[src/rtl/alu_pkg.sv]
// Shared opcode, FSM state and flag definitions for the sequential ALU.
package alu_pkg;

  typedef enum logic [3:0] {
    OP_ADD = 4'd0,
    OP_SUB = 4'd1,
    OP_AND = 4'd2,
    OP_OR  = 4'd3,
    OP_XOR = 4'd4,
    OP_GT  = 4'd5,
    OP_GTU = 4'd6,
    OP_EQ  = 4'd7,
    OP_SLL = 4'd8,
    OP_SRL = 4'd9,
    OP_SRA = 4'd10,
    OP_MUL = 4'd11
  } op_e;

  typedef enum logic [1:0] {
    IDLE,
    BUSY,
    DONE
  } state_e;

  typedef struct packed {
    logic zero;
    logic carry;
    logic negative;
    logic overflow;
  } flags_t;

endpackage

[src/rtl/alu_core.sv]
// Single-cycle ALU for opcodes 0-10; MUL and unused opcodes give 0 with Zero set.
module alu_core
  import alu_pkg::*;
#(
  parameter int unsigned DATA_WIDTH = 32
) (
  input  logic [DATA_WIDTH-1:0] a,
  input  logic [DATA_WIDTH-1:0] b,
  input  logic [3:0]            sel,
  output logic [DATA_WIDTH-1:0] result,
  output flags_t                flags
);

  localparam int unsigned SHW = $clog2(DATA_WIDTH);
  localparam int unsigned MSB = DATA_WIDTH - 1;

  logic [DATA_WIDTH:0] sum;
  logic [DATA_WIDTH:0] diff;
  logic [SHW-1:0]      shamt;

  assign sum   = {1'b0, a} + {1'b0, b};
  assign diff  = {1'b0, a} - {1'b0, b};
  assign shamt = b[SHW-1:0];

  always_comb begin
    result = '0;
    flags  = '0;
    case (op_e'(sel))
      OP_ADD: begin
        result         = sum[DATA_WIDTH-1:0];
        flags.carry    = sum[DATA_WIDTH];
        flags.overflow = (a[MSB] == b[MSB]) && (sum[MSB] != a[MSB]);
      end
      OP_SUB: begin
        // Top bit of the widened difference is the unsigned borrow (A < B).
        result         = diff[DATA_WIDTH-1:0];
        flags.carry    = diff[DATA_WIDTH];
        flags.overflow = (a[MSB] != b[MSB]) && (diff[MSB] != a[MSB]);
      end
      OP_AND: result = a & b;
      OP_OR:  result = a | b;
      OP_XOR: result = a ^ b;
      OP_GT:  result = DATA_WIDTH'($signed(a) > $signed(b));
      OP_GTU: result = DATA_WIDTH'(a > b);
      OP_EQ:  result = DATA_WIDTH'(a == b);
      OP_SLL: result = a << shamt;
      OP_SRL: result = a >> shamt;
      OP_SRA: result = $unsigned($signed(a) >>> shamt);
      default: result = '0;
    endcase
    flags.zero     = (result == '0);
    flags.negative = result[MSB];
  end

endmodule

[src/rtl/alu_seq.sv]
// Handshaked ALU: single-cycle ops via alu_core, MUL as a DATA_WIDTH-step shift-add.
module alu_seq
  import alu_pkg::*;
#(
  parameter int unsigned DATA_WIDTH = 32
) (
  input  logic                  clk,
  input  logic                  rst,
  input  logic                  in_valid,
  output logic                  in_ready,
  input  logic [DATA_WIDTH-1:0] A,
  input  logic [DATA_WIDTH-1:0] B,
  input  logic [3:0]            ALU_Sel,
  output logic                  out_valid,
  input  logic                  out_ready,
  output logic [DATA_WIDTH-1:0] ALU_Result,
  output logic                  Zero,
  output logic                  Carry,
  output logic                  Negative,
  output logic                  Overflow
);

  localparam int unsigned CNT_W = $clog2(DATA_WIDTH);

  state_e state, state_next;

  logic                  accept;
  logic                  is_mul;
  logic                  last_step;
  logic [DATA_WIDTH-1:0] core_result;
  flags_t                core_flags;
  logic [DATA_WIDTH-1:0] mcand;
  logic [DATA_WIDTH-1:0] mplier;
  logic [DATA_WIDTH-1:0] acc;
  logic [DATA_WIDTH-1:0] acc_next;
  logic [CNT_W-1:0]      step;
  logic [DATA_WIDTH-1:0] result_q;
  flags_t                flags_q;

  alu_core #(
    .DATA_WIDTH(DATA_WIDTH)
  ) u_core (
    .a     (A),
    .b     (B),
    .sel   (ALU_Sel),
    .result(core_result),
    .flags (core_flags)
  );

  assign accept    = in_valid && in_ready;
  assign is_mul    = (op_e'(ALU_Sel) == OP_MUL);
  assign last_step = (step == CNT_W'(DATA_WIDTH - 1));
  assign acc_next  = mplier[0] ? acc + mcand : acc;

  always_ff @(posedge clk or posedge rst) begin
    if (rst) state <= IDLE;
    else     state <= state_next;
  end

  always_comb begin
    state_next = state;
    case (state)
      IDLE:    if (accept) state_next = is_mul ? BUSY : DONE;
      BUSY:    if (last_step) state_next = DONE;
      DONE:    if (out_ready) state_next = IDLE;
      default: state_next = IDLE;
    endcase
  end

  always_comb begin
    in_ready  = 1'b0;
    out_valid = 1'b0;
    case (state)
      IDLE:    in_ready  = 1'b1;
      DONE:    out_valid = 1'b1;
      default: ;
    endcase
  end

  // Single-cycle ops register the core output directly from the ports at
  // acceptance; MUL captures operands and walks B one bit per BUSY cycle.
  always_ff @(posedge clk or posedge rst) begin
    if (rst) begin
      result_q <= '0;
      flags_q  <= '0;
      mcand    <= '0;
      mplier   <= '0;
      acc      <= '0;
      step     <= '0;
    end else begin
      case (state)
        IDLE: begin
          if (accept) begin
            if (is_mul) begin
              mcand  <= A;
              mplier <= B;
              acc    <= '0;
              step   <= '0;
            end else begin
              result_q <= core_result;
              flags_q  <= core_flags;
            end
          end
        end
        BUSY: begin
          acc    <= acc_next;
          mcand  <= mcand << 1;
          mplier <= mplier >> 1;
          step   <= step + 1'b1;
          if (last_step) begin
            result_q <= acc_next;
            flags_q  <= '{zero: (acc_next == '0), carry: 1'b0,
                          negative: acc_next[DATA_WIDTH-1], overflow: 1'b0};
          end
        end
        default: ;
      endcase
    end
  end

  assign ALU_Result = result_q;
  assign Zero       = flags_q.zero;
  assign Carry      = flags_q.carry;
  assign Negative   = flags_q.negative;
  assign Overflow   = flags_q.overflow;

endmodule

[config.mk]
export PLATFORM = sky130hd
export DESIGN_NAME = alu_seq
export DESIGN_NICKNAME = d
export VERILOG_FILES = /design/src/rtl/alu_pkg.sv /design/src/rtl/alu_core.sv /design/src/rtl/alu_seq.sv
export SDC_FILE = /design/constraint.sdc
export NUM_CORES = 1
export LEC_CHECK = 0
export CAP_MARGIN = 20
export CORE_ASPECT_RATIO = 1.2
export CORE_MARGIN = 5
export CORE_UTILIZATION = 34
export CTS_CLUSTER_SIZE = 14
export DETAILED_ROUTE_END_ITERATION = 10
export PLACE_DENSITY_LB_ADDON = 0.1
export SYNTH_ARGS = -nofsm -noshare
export SYNTH_HDL_FRONTEND = slang
export SYNTH_HIERARCHICAL = 1
export SYNTH_SLANG_ARGS = --single-unit
[constraint.sdc]
create_clock -name clk -period 6.1 [get_ports clk]
set_input_delay 1.22 -clock clk [delete_from_list [all_inputs] [get_ports clk]]
set_output_delay 1.22 -clock clk [all_outputs]
set_load 0.01 [all_outputs]
==> out/qor.yml, run 1 <==
die-height_um: 266
finalClockSkew_ns: 0.0168
grt_pass1_wl_um: 140000
synth.avg_cell_area_um2: 7.61
h-tree-depth: 4
place_congestion: 0.997
core_area_um2: 54500
drc: 0
critPathMaxFanout: 8
ios: 110
cts_hold_buf: 0
peakVddDrop_mv: 0.221
tns_ns: 0
slew_viol_final: 0
max-clock-path-buffers: 2
cp_data_arrival_time_ns: 5.87
track_usage_pct: 31.6
netlist-cell-type-count: 110
seq_power_share_pct: 23.3
clkPwrFrac_pct: 15.9
grt_max_degree: 78
final-seq-area_um2: 3480
reg2reg_to: "ALU_Result[28]$_DFFE_PP0P_"
comb_power_share_pct: 60.9
hp-class: "reg2reg"
vias: 20500
fillers: 5673
status: "completed"
firstDrtPassIters: 5
drive_gt1_share_pct: 13.9
yosysTopAreaCellShare_pct: 18.7
hold_depth: 2
synth_top_cell_by_area: "dfrtp_1"
antenna_found_initial: 2
yosysMostFrequentCell: "nand2_1"
cts-root-buf: "clkbuf_16"
vias_per_cell: 6.25
grt-ovfl-total: 0
dp_cells: 3244
antenna_cells: 0
yosys_most_used_dff: "dfrtp_1"
dieArea_um2: 59500
syn_area_um2: 18600
wl_per_cell_um: 29.4
syn_nets: 2647
synth_common_cells: "nand2_1 (359), nor2_1 (256), a21oi_1 (190), dfrtp_1 (139), o21ai_0 (134)"
hold_viol: 0
p_sw_mw: 3.53
cts_tree: "done"
slew_headroom_pct: 33.1
switching_share_pct: 49.1
drt_iter0_drc: 2270
worstReg2RegStart: "mcand[0]$_DFFE_PP0P_"
fin_crit_sh_pct: 89.7
critPathRequiredTime_ns: 6.51
internal-power_mw: 3.65
syn_inst: 2442
nets: 2748
crit_path_end_kind: "register"
cts_buffers: 17
worst-slew-pin-transition_ns: 1.00
grt_pass1_vias: 20300
multi_input_area_um2: 13800
clk_latency_ns: 0.49
r2r_cells: 12
instances_no_fill: 3276
p_per_area_nw_per_um2: 332
synth-seq-cells: 139
floorplan.initialDensity_pct: 34.1
dp_hpwl_um: 76200
synth-edff-count: 0
cp-startpoint: "A[2]"
cp-start-kind: "input port"
total_leakage_power_nw: 9.26
setup_viol: 0
post-place-ws_ns: 0.347
r2r_slack_ns: 2.14
row_count: 94
cts_sinks: 139
antenna_left: 0
post-cts-setup-buffers: 0
seq_area_frac_synth_pct: 18.7
syn_to_final_growth_pct: 16.4
die_x_um: 223
cts.clk_slew.worst_paths_ns: 0.07
ys_top_cells_by_area: "dfrtp_1 (19%), ha_1 (8.8%), nand2_1 (7.2%)"
rsz0062_at_grt: "false"
critPathKind: "in2reg"
fin_ws_ns: 0.631
fmax_mhz: 183
drt-total-wl_um: 96400
port_buffers: 109
synth_warnings: 6
crit_end: "Zero$_DFFE_PP0P_"
drv_cap: 0
finalWorstPathRequiredPeriod_ns: 5.47
async_flop_share_pct: 100
ctsResizeCount: 0
hold_slack_ns: 0.479
[cells in the final DEF, fill, tap and decap left out, drive strengths merged, types with 8 or more instances in the layout]
| master | n |
|---|---|
| nand4 | 16 |
| o21bai | 16 |
| inv | 119 |
| mux2i | 61 |
| ha | 130 |
| xnor2 | 31 |
| nor2b | 18 |
| dfrtp | 139 |
| nor4 | 27 |
| nor3 | 43 |
| o2111ai | 12 |
| buf | 174 |
| a2111oi | 13 |
| or3 | 13 |
| xor2 | 9 |
| o22ai | 29 |
| mux2 | 34 |
| a31oi | 87 |
| o21a | 15 |
| o211ai | 43 |
| and2 | 9 |
| o221ai | 18 |
| nand2 | 362 |
| o21ai | 143 |
| a31o | 8 |
| clkbuf | 17 |
| a22oi | 13 |
| mux4 | 57 |
| nand3 | 33 |
| nor2 | 257 |
| nand2b | 19 |
| o31ai | 32 |
| a21oi | 191 |
| a211oi | 38 |
| a221oi | 21 |
| clkdlybuf4s50 | 104 |
| and3 | 10 |
| a21o | 56 |
[worst min-delay path by stage]
stage / start / endpoint / slack [ns]
4_1_cts: mplier[31]$_DFFE_PP0P_ / mplier[31]$_DFFE_PP0P_ / 0.49
3_5_place_dp: mplier[31]$_DFFE_PP0P_ / mplier[31]$_DFFE_PP0P_ / 0.47
5_1_grt: ALU_Result[2]$_DFFE_PP0P_ / ALU_Result[2]$_DFFE_PP0P_ / 0.50
6_report: ALU_Result[0]$_DFFE_PP0P_ / ALU_Result[0]$_DFFE_PP0P_ / 0.48
3_3_place_gp: mplier[31]$_DFFE_PP0P_ / mplier[31]$_DFFE_PP0P_ / 0.45
2_1_floorplan: mplier[31]$_DFFE_PP0P_ / mplier[31]$_DFFE_PP0P_ / 0.44
[cells by family (layout without fill, tap and decap cells)]
logic type,Yosys count,after routing,synth area share (%)
fa+ha+maj,133,133,9.07
simple gates,843,843,20.2
flops,139,139,18.7
buf+inv,308,422,7.33
compound gates,827,827,30.5
xor+xnor,40,40,1.88
mux,152,152,12.3
[per-layer routing]
metal	wire, µm	global-route usage, %	vias up
met5	0	0	-
met4	8410	22.1	0
met2	46700	54.2	897
met3	4970	3.39	262
li1	-	-	9264
met1	36300	36.8	10000
[worst max-delay path: stages]
cell and delay [ns]:
clkdlybuf4s50_1 0.47, inv_1 0.07, ha_1 0.47, o21ai_0 0.14, o21ai_1 0.32, o21ai_1 0.20, o41ai_2 0.67, a21oi_1 0.31
a21o_1 0.24, a2111oi_0 0.49, a21oi_1 0.14, nor2_1 0.10, or4b_1 0.46, nor4_2 0.32, a31oi_1 0.13, o21ai_1 0.11
[flip-flops by register name, summed over array words and instances, names as in the netlist]
register,count
step,5
ALU_Result,32
mplier,32
Carry,1
mcand,32
state,2
acc,32
Overflow,1
Zero,1
Negative,1
[power groups by stage]
stage               Clock, mW  Sequential, mW  Combinational, mW
floorplan                   0            1.57               3.00
detailed placement          0            1.69               4.29
CTS                      1.17            1.67               4.32
finish                   1.14            1.67               4.37
global route             1.21            1.73               4.76
global placement            0            1.68               4.27
[through the flow]
stage          util (%)  area (µm²)  power [mW]
6_report           39.7       21600        7.18
5_1_grt            39.7       21600        7.70
4_1_cts            39.7       21600        7.16
3_5_place_dp       38.6       21000        5.97
3_3_place_gp       38.6       21000        5.95
2_1_floorplan         -       18600        4.57
[cell type report]
class	instances	share of cell area (%)
Inverter	112	1.97
Clock inverter	15	0.913
Clock buffer	17	1.97
Tap cell	720	4.16
Multi-Input combinational cell	1995	63.7
Sequential cell	139	16.1
Timing Repair Buffer	278	11.2
Power figures use the tool's default switching activity.
==> inputs of run 2 (changes only) <==
- clock period: 6.1 -> 5.85 ns (I/O delays scaled with it)
==> out/qor.yml, run 2 (synthesis gave the netlist of run 1 again) <==
cts_sinks: 139  # unchanged
grt_pass1_vias: 20400  # was 20300
hp-class: "reg2reg"  # unchanged
place_congestion: 1.01  # was 0.997
vias_per_cell: 6.26  # was 6.25
final_core_util_pct: 40.4  # was 39.7%
drt_iter0_drc: 2492  # was 2270
firstDrtPassIters: 5  # unchanged
cts_hold_buf: 0  # unchanged
reg2reg_to: "ALU_Result[28]$_DFFE_PP0P_"  # unchanged
crit_end: "Zero$_DFFE_PP0P_"  # unchanged
drv_cap: 0  # unchanged
grt_use_met2_pct: 55.3  # was 54.2%
peakVddDrop_mv: 0.266  # was 0.221 mV
fin_crit_sh_pct: 91.8
cts_tree: "done"  # unchanged
vias: 20800  # was 20500
row_count: 94  # unchanged
grt-ovfl-total: 0  # unchanged
critPathMaxFanout: 5  # was 8
final-seq-area_um2: 3480  # unchanged
top_usage_layer: "met2"  # unchanged
critPathKind: "in2reg"  # unchanged
grt_pass1_wl_um: 141000  # was 140000 µm
fillers: 5740  # was 5673
h-tree-depth: 4  # unchanged
r2r_cells: 12  # unchanged
port_buffers: 109  # unchanged
ctsResizeCount: 0  # unchanged
max-clock-path-buffers: 2  # unchanged
antenna_left: 0  # unchanged
worst-slew-pin-transition_ns: 1.08  # was 1.00 ns
setup_viol: 0  # unchanged
grt_max_degree: 131  # was 78
status: "completed"  # unchanged
cts.clk_slew.worst_paths_ns: 0.07  # about the same
r2r_slack_ns: 1.96  # was 2.14 ns
floorplan.initialDensity_pct: 34.1  # unchanged
cts_buffers: 17  # unchanged
cp-start-kind: "input port"  # unchanged
slew_headroom_pct: 27.7  # was 33.1%
wl_per_cell_um: 29.4  # about the same
slew_viol_final: 0  # unchanged
clk_latency_ns: 0.48  # was 0.49 ns
cp-startpoint: "B[5]"  # was A[2]
worstReg2RegStart: "mcand[0]$_DFFE_PP0P_"  # unchanged
syn_to_final_growth_pct: 18.3  # was 16.4%
mostFrequentLayoutCells: "nand2_1 (358), nor2_1 (255), buf_4 (210)"  # was nand2_1 (358), nor2_1 (255), a21oi_1 (190)
die-height_um: 266  # unchanged
crit_path_end_kind: "register"  # unchanged
drc: 0  # unchanged
finalClockSkew_ns: 0.0175  # was 0.0168 ns
antenna_found_initial: 2  # unchanged
ios: 110  # unchanged
total_leakage_power_nw: 9.48  # was 9.26 nW
dieArea_um2: 59500  # unchanged
cp_data_arrival_time_ns: 5.77  # was 5.87 ns
rsz0062_at_grt: "false"  # unchanged
die_x_um: 223  # unchanged
finalWorstPathRequiredPeriod_ns: 5.37
cts-root-buf: "clkbuf_16"  # unchanged
globalRouteMet3Util_pct: 3.69  # was 3.39%
layout_commonest_cell: "nand2_1"  # unchanged
post-cts-setup-buffers: 0  # unchanged
drive_gt1_share_pct: 15.4  # was 13.9%
track_usage_pct: 31.9  # was 31.6%
met1_usage_pct: 36.9  # was 36.8%
power_mw: 7.49  # was 7.18 mW
nets: 2794  # was 2748
p_per_area_nw_per_um2: 341  # was 332 nW/µm²
dp_hpwl_um: 77600  # was 76200 µm
core_area_um2: 54500  # unchanged
multi_input_area_um2: 13800  # unchanged
fmax_mhz: 186
hold_viol: 0  # unchanged
critPathRequiredTime_ns: 6.25  # was 6.51 ns
drt-total-wl_um: 97500  # was 96400 µm
tns_ns: 0  # unchanged
## run 2: changes by cell type in the layout (fill, tap and decap cells not counted)
cell       change
bufinv_16      -1
buf_4         +44
inv_8          +2
inv_6          -2
diode_2        +1
clkinv_8       -1
clkinv_2       +1
clkinv_4       +1
buf_12         +2
## run 2: worst min path at each step
stage	cells past startpoint	slack (ns)	startpoint	end
after floorplan	2	0.44	mplier[31]$_DFFE_PP0P_	mplier[31]$_DFFE_PP0P_
after global placement	2	0.46	mplier[31]$_DFFE_PP0P_	mplier[31]$_DFFE_PP0P_
after detailed placement	2	0.47	mplier[31]$_DFFE_PP0P_	mplier[31]$_DFFE_PP0P_
after CTS	2	0.48	mplier[31]$_DFFE_PP0P_	mplier[31]$_DFFE_PP0P_
after global routing	2	0.52	ALU_Result[20]$_DFFE_PP0P_	ALU_Result[20]$_DFFE_PP0P_
final	2	0.48	ALU_Result[9]$_DFFE_PP0P_	ALU_Result[9]$_DFFE_PP0P_
## run 2: worst max-delay path: stages
cell	delay [ns]
clkdlybuf4s50_1	0.63
inv_1	0.11
ha_1	0.44
nand2_1	0.16
nor4_1	0.37
o211ai_1	0.27
a2111oi_0	0.49
buf_4	0.19
nor3_1	0.06
buf_4	0.17
nor4_1	0.41
buf_4	0.19
nor2_1	0.05
a311oi_1	0.35
nand4b_1	0.17
nor4_2	0.30
a31oi_1	0.14
o21ai_1	0.11
## run 2: through the flow
step                      cell area, µm²  setup slack [ns]  std cells  hold slack, ns
final                              22000             0.483       3323           0.476
after global routing               22000             0.264       3322           0.516
after CTS                          22000             0.640       3322           0.480
after detailed placement           21400             0.136       3290           0.466
after global placement             21400            0.0860       3290           0.457
after floorplan                    18600             0.376       2442           0.439
## run 2: area by class of cell
class | instances | share of cell area, %
Clock inverter | 15 | 0.774
Multi-Input combinational cell | 1995 | 62.7
Inverter | 112 | 1.93
Sequential cell | 139 | 15.8
Timing Repair Buffer | 324 | 12.7
Tap cell | 720 | 4.10
Antenna cell | 1 | 0.0114
Clock buffer | 17 | 1.93
## run 2: metal layers
metal | wire length (µm) | vias to the layer above
met3 | 5240 | 250
met2 | 47900 | 935
met4 | 7980 | 0
met5 | 0 | -
met1 | 36400 | 10300
li1 | - | 9349
## run 2: report_power, final
part	internal [mW]	switching (mW)
logic	1.84	2.78
clock network	0.608	0.524
registers	1.36	0.382
total	3.81	3.68
==> inputs of run 3 (changes only) <==
- CTS_CLUSTER_SIZE: 14 -> 40
==> results of run 3 <==
The final DEF is identical to that of run 2; final timing and power are the same.
